[src/rtl/counter_pkg.sv]
// Shared types and constants for the counter family.
package counter_pkg;

    localparam int unsigned WRAP_W = 8;

    typedef enum logic [1:0] {
        IDLE = 2'd0,
        RUN  = 2'd1,
        DONE = 2'd2
    } state_e;

    typedef enum logic {
        ONE_SHOT    = 1'b0,
        AUTO_RELOAD = 1'b1
    } mode_e;

    function automatic logic [WRAP_W-1:0] sat_inc(input logic [WRAP_W-1:0] v);
        return (v == '1) ? v : v + 1'b1;
    endfunction

endpackage

[src/rtl/tick_prescaler.sv]
// Advance-enable generator: one tick every PRESCALE enabled cycles.
// Instantiated by up_counter_ctl only when UP_COUNTER_PRESCALE_EN is defined.
module tick_prescaler #(
    parameter int unsigned PRESCALE = 4
) (
    input  logic clk,
    input  logic reset,
    input  logic clr,
    input  logic en,
    output logic tick
);

    localparam int unsigned CNT_W = (PRESCALE > 1) ? $clog2(PRESCALE) : 1;
    localparam logic [CNT_W-1:0] LAST = CNT_W'(PRESCALE - 1);

    logic [CNT_W-1:0] cnt_q, cnt_d;

    always_comb begin
        cnt_d = cnt_q;
        if (clr) begin
            cnt_d = '0;
        end else if (en) begin
            cnt_d = (cnt_q == LAST) ? '0 : cnt_q + 1'b1;
        end
    end

    // NOTE: sequential state uses non-blocking assignments so every register
    // samples the pre-edge values regardless of block ordering.
    always_ff @(posedge clk or posedge reset) begin
        if (reset) begin
            cnt_q <= '0;
        end else begin
            cnt_q <= cnt_d;
        end
    end

    assign tick = en && !clr && (cnt_q == LAST);

endmodule

[src/rtl/up_counter_ctl.sv]
// Controlled up counter with start/stop, programmable limit, one-shot or auto-reload.
// Define UP_COUNTER_PRESCALE_EN to advance only once every PRESCALE RUN cycles.
module up_counter_ctl
    import counter_pkg::*;
#(
    parameter int unsigned WIDTH    = 4,
    parameter int unsigned PRESCALE = 4
) (
    input  logic              clk,
    input  logic              reset,
    input  logic              start,
    input  logic              stop,
    input  logic              mode,
    input  logic [WIDTH-1:0]  limit,
    input  logic              load,
    input  logic [WIDTH-1:0]  load_val,
    output logic [WIDTH-1:0]  count,
    output logic              busy,
    output logic              tc,
    output logic              done,
    output logic [WRAP_W-1:0] wraps
);

    state_e            state_q, state_d;
    mode_e             mode_q, mode_d;
    logic [WIDTH-1:0]  limit_q, limit_d;
    logic [WIDTH-1:0]  count_q, count_d;
    logic [WRAP_W-1:0] wraps_q, wraps_d;
    logic              tc_q, tc_d;
    logic              advance_en;

`ifdef UP_COUNTER_PRESCALE_EN
    tick_prescaler #(
        .PRESCALE (PRESCALE)
    ) u_prescaler (
        .clk   (clk),
        .reset (reset),
        .clr   (start | stop | load),
        .en    (state_q == RUN),
        .tick  (advance_en)
    );
`else
    logic unused_prescale;
    assign unused_prescale = ^PRESCALE;
    assign advance_en      = 1'b1;
`endif

    // Priority: load > stop > start > advance. Stop in IDLE is a no-op, so a
    // simultaneous start still takes effect there.
    always_comb begin
        // NOTE: every comb output gets a default first so no path can infer a latch.
        state_d = state_q;
        mode_d  = mode_q;
        limit_d = limit_q;
        count_d = count_q;
        wraps_d = wraps_q;
        tc_d    = 1'b0;

        if (load) begin
            count_d = load_val;
        end else if (stop && (state_q != IDLE)) begin
            state_d = IDLE;
        end else if (start) begin
            state_d = RUN;
            count_d = '0;
            wraps_d = '0;
            mode_d  = mode_e'(mode);
            limit_d = limit;
        end else if ((state_q == RUN) && advance_en) begin
            if (count_q != limit_q) begin
                count_d = count_q + 1'b1;
            end else begin
                tc_d = 1'b1;
                if (mode_q == AUTO_RELOAD) begin
                    count_d = '0;
                    wraps_d = sat_inc(wraps_q);
                end else begin
                    state_d = DONE;
                end
            end
        end
    end

    always_ff @(posedge clk or posedge reset) begin
        if (reset) begin
            state_q <= IDLE;
            mode_q  <= ONE_SHOT;
            limit_q <= '0;
            count_q <= '0;
            wraps_q <= '0;
            tc_q    <= 1'b0;
        end else begin
            state_q <= state_d;
            mode_q  <= mode_d;
            limit_q <= limit_d;
            count_q <= count_d;
            wraps_q <= wraps_d;
            tc_q    <= tc_d;
        end
    end

    assign count = count_q;
    assign wraps = wraps_q;
    assign tc    = tc_q;
    assign busy  = (state_q == RUN);
    assign done  = (state_q == DONE);

endmodule

[config.mk]
export PLATFORM = sky130hd
export DESIGN_NAME = up_counter_ctl
export DESIGN_NICKNAME = d
export VERILOG_FILES = /design/src/rtl/counter_pkg.sv /design/src/rtl/tick_prescaler.sv /design/src/rtl/up_counter_ctl.sv
export SDC_FILE = /design/constraint.sdc
export NUM_CORES = 1
export LEC_CHECK = 0
export CAP_MARGIN = 20
export CORE_MARGIN = 2
export CORE_UTILIZATION = 55
export DETAILED_ROUTE_END_ITERATION = 8
export DONT_BUFFER_PORTS = 1
export PLACE_DENSITY = 0.73
export SLEW_MARGIN = 20
export SYNTH_ARGS = -nofsm -noshare
export SYNTH_HDL_FRONTEND = slang
export SYNTH_HIERARCHICAL = 1
export SYNTH_SLANG_ARGS = --single-unit
[constraint.sdc]
create_clock -name clk -period 1.91 [get_ports clk]
set_clock_uncertainty 0.15 [all_clocks]
set_input_delay 0.573 -clock clk [delete_from_list [all_inputs] [get_ports clk]]
set_output_delay 0.573 -clock clk [all_outputs]
set_load 0.01 [all_outputs]
After elaboration in Yosys (flattened, before gate mapping)
Cells that the tools add are included.
{ "word_totals": {"ff_bits": 20, "out_inout_bits": 15, "word_cells": 51} }
{ "op_classes": {"addsub": 2, "eq_ne": 9, "muxes": 21, "bitwise": 2, "reduce_logical": 11} }
{ "op_table": {"columns": ["op", "n"], "rows": [
  ["8-bit two-way mux", 5],
  ["4-bit two-way mux", 6],
  ["2-bit two-way mux", 5],
  ["8-bit by 1-bit adder with 8-bit output, second input constant", 1],
  ["8-bit equality test, second input constant", 1],
  ["2-bit != test, second input constant", 3],
  ["3-bit AND reduction", 2],
  ["6-bit AND reduction", 1],
  ["2-bit nonzero test", 3],
  ["3-bit nonzero test", 2],
  ["1-bit two-way mux", 5],
  ["4-bit by 1-bit adder with 4-bit output, second input constant", 1],
  ["4-bit != test", 1],
  ["4-bit AND reduction", 1],
  ["4-bit nonzero test", 1],
  ["3-bit by 2-bit != test with 1-bit output, second input constant", 1],
  ["3-bit != test, second input constant", 1],
  ["2-bit by 1-bit equality test with 1-bit output, second input constant", 1],
  ["2-bit equality test, second input constant", 1],
  ["1-bit inverter", 2],
  ["1-bit logical AND", 1]
]} }

Logic depth before layout (Yosys ltp)
{ "logic_depth": {"word_depth": 6, "ltp_mapped": 5, "ltp_nobuf": 5} }

Worst setup path before layout
Ideal clock, no wire load.
{ "synth_timing": {"path_kind": "register -> register", "from": "reg wraps_q[0] (netlist: wraps[0])", "to": "reg wraps_q[1] (netlist: wraps[1])", "t_arrival_ns": 1.794, "required_ns": 1.635, "setup_slack_ns": -0.159, "path_stages_with_launch": 6, "path_buffers": 0, "cell_sequence": "dfrtp_1 ha_1 and3_1 a2111o_1 o21ai_4 mux2_4"} }
{ "synth_between": {"elab_chain_cells": 6, "elab_cells_between_ends": 9, "classes_between": "1 x add/sub; 2 x eq/ne; 5 x mux; 1 x reduce/logical"} }
{ "synth_rtl": {"columns": ["element", "line", "source"], "rows": [
  ["start, declared", "up_counter_ctl.sv:28", "logic [WRAP_W-1:0] wraps_q, wraps_d;"],
  ["start signal, assigned", "up_counter_ctl.sv:97", "wraps_q <= wraps_d;"],
  ["8-bit by 1-bit adder with 8-bit output", "counter_pkg.sv:18", "return (v == '1) ? v : v + 1'b1;"],
  ["8-bit two-way mux", "counter_pkg.sv:18", null],
  ["8-bit two-way mux", "up_counter_ctl.sv:74", "if (mode_q == AUTO_RELOAD) begin"],
  ["8-bit two-way mux", "up_counter_ctl.sv:70", "if (count_q != limit_q) begin"],
  ["8-bit two-way mux", "up_counter_ctl.sv:69", "end else if ((state_q == RUN) && advance_en) begin"],
  ["8-bit two-way mux", "up_counter_ctl.sv:63", "end else if (start) begin"]
]} }
Parallel ways exist; a longest one is shown, timed or not. The select of a mux whose other input is x is not followed.
A chain may end at the register's enable or synchronous reset.

Worst setup path after layout
{ "layout_timing": {"from": "reg state_q[0]", "to": "reg wraps_q[1] (netlist: wraps[1])"} }
{ "layout_between": {"elab_chain_cells": 4, "elab_cells_between_ends": 6, "classes_between": "1 x eq/ne; 1 x bitwise; 4 x reduce/logical"} }
{ "layout_rtl": {"columns": ["element", "line", "source"], "rows": [
  ["start, declared", "up_counter_ctl.sv:24", "state_e state_q, state_d;"],
  ["start signal, assigned", "up_counter_ctl.sv:93", "state_q <= state_d;"],
  ["branches (longest 3 deep; another with 2-bit by 1-bit equality test with 1-bit output)", null, null],
  ["6-bit AND reduction (no source line) *", null, null]
]} }
Mark *: on every way between the ends.

==> qor.csv <==
stage,metric,value,unit
sta,fin_ws,-0.00592,ns
critical_path,r2r_slack,-0.006,ns
outcome,status,finished with violations,
sta,setup_tns,-0.00592,ns
critical_path,criticalPathCategory,flip-flop to flip-flop,
critical_path,slowest_stage,dfrtp_1,
clock_tree,cts_tree,built,
global_routing,grtUsageTotal,26.9,%
detailed_routing,totalWireLength,3070,um
logic_synthesis,synth_seq_cells,20,
detailed_routing,postRouteAntennaNets,0,
global_routing,grt_antenna_before_repair,0,
floorplanning,fp.coreArea,1980,um^2
sta,setup_viol,1,
floorplanning,die_h,50.3,um
critical_path,max_stage_delay,0.44,ns
floorplanning,initial_utilization,59.4,%
floorplanning,row_count,16,
sta,worstMarginPinSlew,0.356,ns
critical_path,start_kind,flip-flop,
place,io_buffers,0,
sta,rsz0062_at_grt,yes,
clock_tree,root_buffer,clkbuf_4,
finish,syn2layout_area_growth,27.2,%
global_routing,grt_pass1_wl,5110,um
detailed_routing,via_per_inst,6.26,
global_routing,grt_pass1_vias,1133,
finish,drive_gt1_share,35.6,%
sta,finalCriticalPeriod,1.92,ns
detailed_routing,drc_errors,0,
clock_tree,h-tree-depth,1,
place,place.gp.congestion,0.797,
clock_tree,cts_hold_repair.buffers,0,
detailed_routing,drtIter0Drc,24,
sta,finalMaxSlewViolations,0,
job,drv_cap,0,
critical_path,worstPathMaxFanout,6,
floorplanning,io_pins,29,
logic_synthesis,syn_area,1180,um^2
logic_synthesis,netlist_instances,116,
logic_synthesis,ys.flop_type,dfrtp_1,
critical_path,cp-end-kind,flip-flop,
logic_synthesis,synth_warnings,6,
min_path,hold_class,input port to async pin,
clock_tree,ctsLongestPathBuffers,2,
critical_path,timing.rr.end,wraps[1],
outcome,violations,setup timing,
sta,relSlewSlack,76.2,%
sta,hold_viol_final,0,
global_routing,grt_max_degree,21,
finish,n_antenna_cell,0,
critical_path,cp_cell_sequence,or3b_4 > a2111o_1 > o21ai_4 > mux2_4,
critical_path,regToRegStartpoint,state_q[0],
logic_synthesis,synthesis.nets,132,
finish,final_nets,163,
power,powerDensity,857,nW/um^2
global_routing,gr-total-overflow,0,
logic_synthesis,synth_cell_type_count,40,
logic_synthesis,async_reset_ff_share,100,%
power,ir_drop,0.000679,V
logic_synthesis,ys_seq_area_share,42.5,%
power,p_total,1.28,mW
clock_tree,clock-sinks,20,
place,post-place-ws,-0.116,ns
sta,final.period_utilization,100,%
clock_tree,clk_pin_slew,0.13,ns
critical_path,critPathRequiredTime,1.96,ns
clock_tree,clk_latency,0.30,ns
place,hpwl,2230,um
sta,fmax,522,MHz
logic_synthesis,synth-edff-count,0,
floorplanning,die_w,50.3,um
floorplanning,die_area,2530,um^2
logic_synthesis,syn_avg_cell_area,10.1,um^2
detailed_routing,wl_per_cell,17.8,um
critical_path,arrival,1.97,ns
power,p_leak,0.679,nW
detailed_routing,vias,1083,
clock_tree,cts_buffers,3,
critical_path,reg2regPathDepth,4,
detailed_routing,dr.pass1.iters,4,
-- worst max-delay path by stage --
stage / start / endpoint / slack, ns / depth (start not counted)
finish: state_q[0] / wraps[1] / -0.006 / 4
CTS: wraps[1] / wraps[1] / -0.004 / 5
global placement: stop / wraps[1] / -0.08 / 4
global route: state_q[0] / wraps[1] / -0.06 / 4
floorplan: wraps[0] / wraps[1] / -0.16 / 5
detailed placement: stop / wraps[1] / -0.12 / 4
-- metal layers --
layer	global-route usage, %	up-vias	wire (um)
met5	0	-	0
met4	9.26	0	60
met3	5.06	6	141
li1	-	503	-
met2	45.6	28	1580
met1	34.2	546	1290
-- cells in the mapped netlist, types with 3 or more instances --
library cell	number	share of area (%)
xnor2_1	5	3.7
a31oi_1	9	4.8
inv_1	7	2.2
a21oi_1	5	2.1
nor2_1	3	0.96
nand3_1	5	2.1
mux2_2	7	6.7
nand2_1	7	2.2
o21ai_0	6	2.6
and3_1	4	2.1
dfrtp_1	20	43
-- critical path, delay by kind of cell (launching register included) --
kind            cells  cell delay (ns)
compound gates      2             0.51
mux                 1             0.31
simple gates        1             0.41
flops               1             0.44
-- state kept, by name (all words and copies together) (netlist names) --
signal	count
wraps	8
tc	1
state_q	2
limit_q	4
count	4
mode_q	1
-- area by class of cell --
cell class                      count  area, um^2
Timing Repair Buffer               29         221
Clock inverter                      1        30.0
Inverter                            7        26.3
Tap cell                           27        33.8
Clock buffer                        3        22.5
Multi-Input combinational cell     86         663
Sequential cell                    20         500
Fill cell                         148         484
-- through the flow --
| step | utilization [%] | hold WS [ns] | std cells | area [um^2] |
|---|---|---|---|---|
| floorplan | - | 0.351 | 116 | 1180 |
| global placement | 71.0 | 0.351 | 167 | 1410 |
| detailed placement | 71.0 | 0.363 | 167 | 1410 |
| CTS | 75.3 | 0.0277 | 173 | 1490 |
| global route | 75.6 | 0.0180 | 173 | 1500 |
| finish | 75.6 | 0.0205 | 173 | 1500 |
-- report_power, final --
part           leakage (nW)  internal (mW)  total (mW)  switching [mW]
Sequential            0.261          0.476       0.524          0.0483
Combinational         0.390          0.209       0.410           0.201
Clock                0.0279          0.212       0.350           0.138
Total                 0.679          0.896        1.28           0.387
-- what timing repair did --
item,in CTS,in global routing
hold endpoints to repair,0,0
resized for setup,5,1
setup buffers,2,0
pin swaps,1,0
setup endpoints to repair,4,2
cloned,0,0
-- cells in the final DEF, fill, tap and decap left out, types with 2 or more instances in the layout --
cell type and count:
and3_1 3, clkbuf_4 3, o21a_1 2, nor3_1 2, a32o_1 2, nor2_1 3, nand3_1 5, xnor2_1 5
buf_4 28, inv_1 7, nor2b_1 2, and4_1 2, nand2_1 7, dfrtp_1 20, or3_1 2, a211oi_1 2
o21ai_0 5, mux2_2 7, a21oi_1 5, a31oi_1 8
-- kinds of logic after synthesis --
| group | share of synthesized area (%) |
|---|---|
| adders and majority gates | 2.13 |
| xor gates and xnor gates | 3.72 |
| muxes | 8.82 |
| AOI/OAI and AO/OA | 20.9 |
| and+or+nand+nor | 18.6 |
| DFF | 42.5 |
| buffers and inverters | 3.29 |
(Power assumes the default switching activity.)
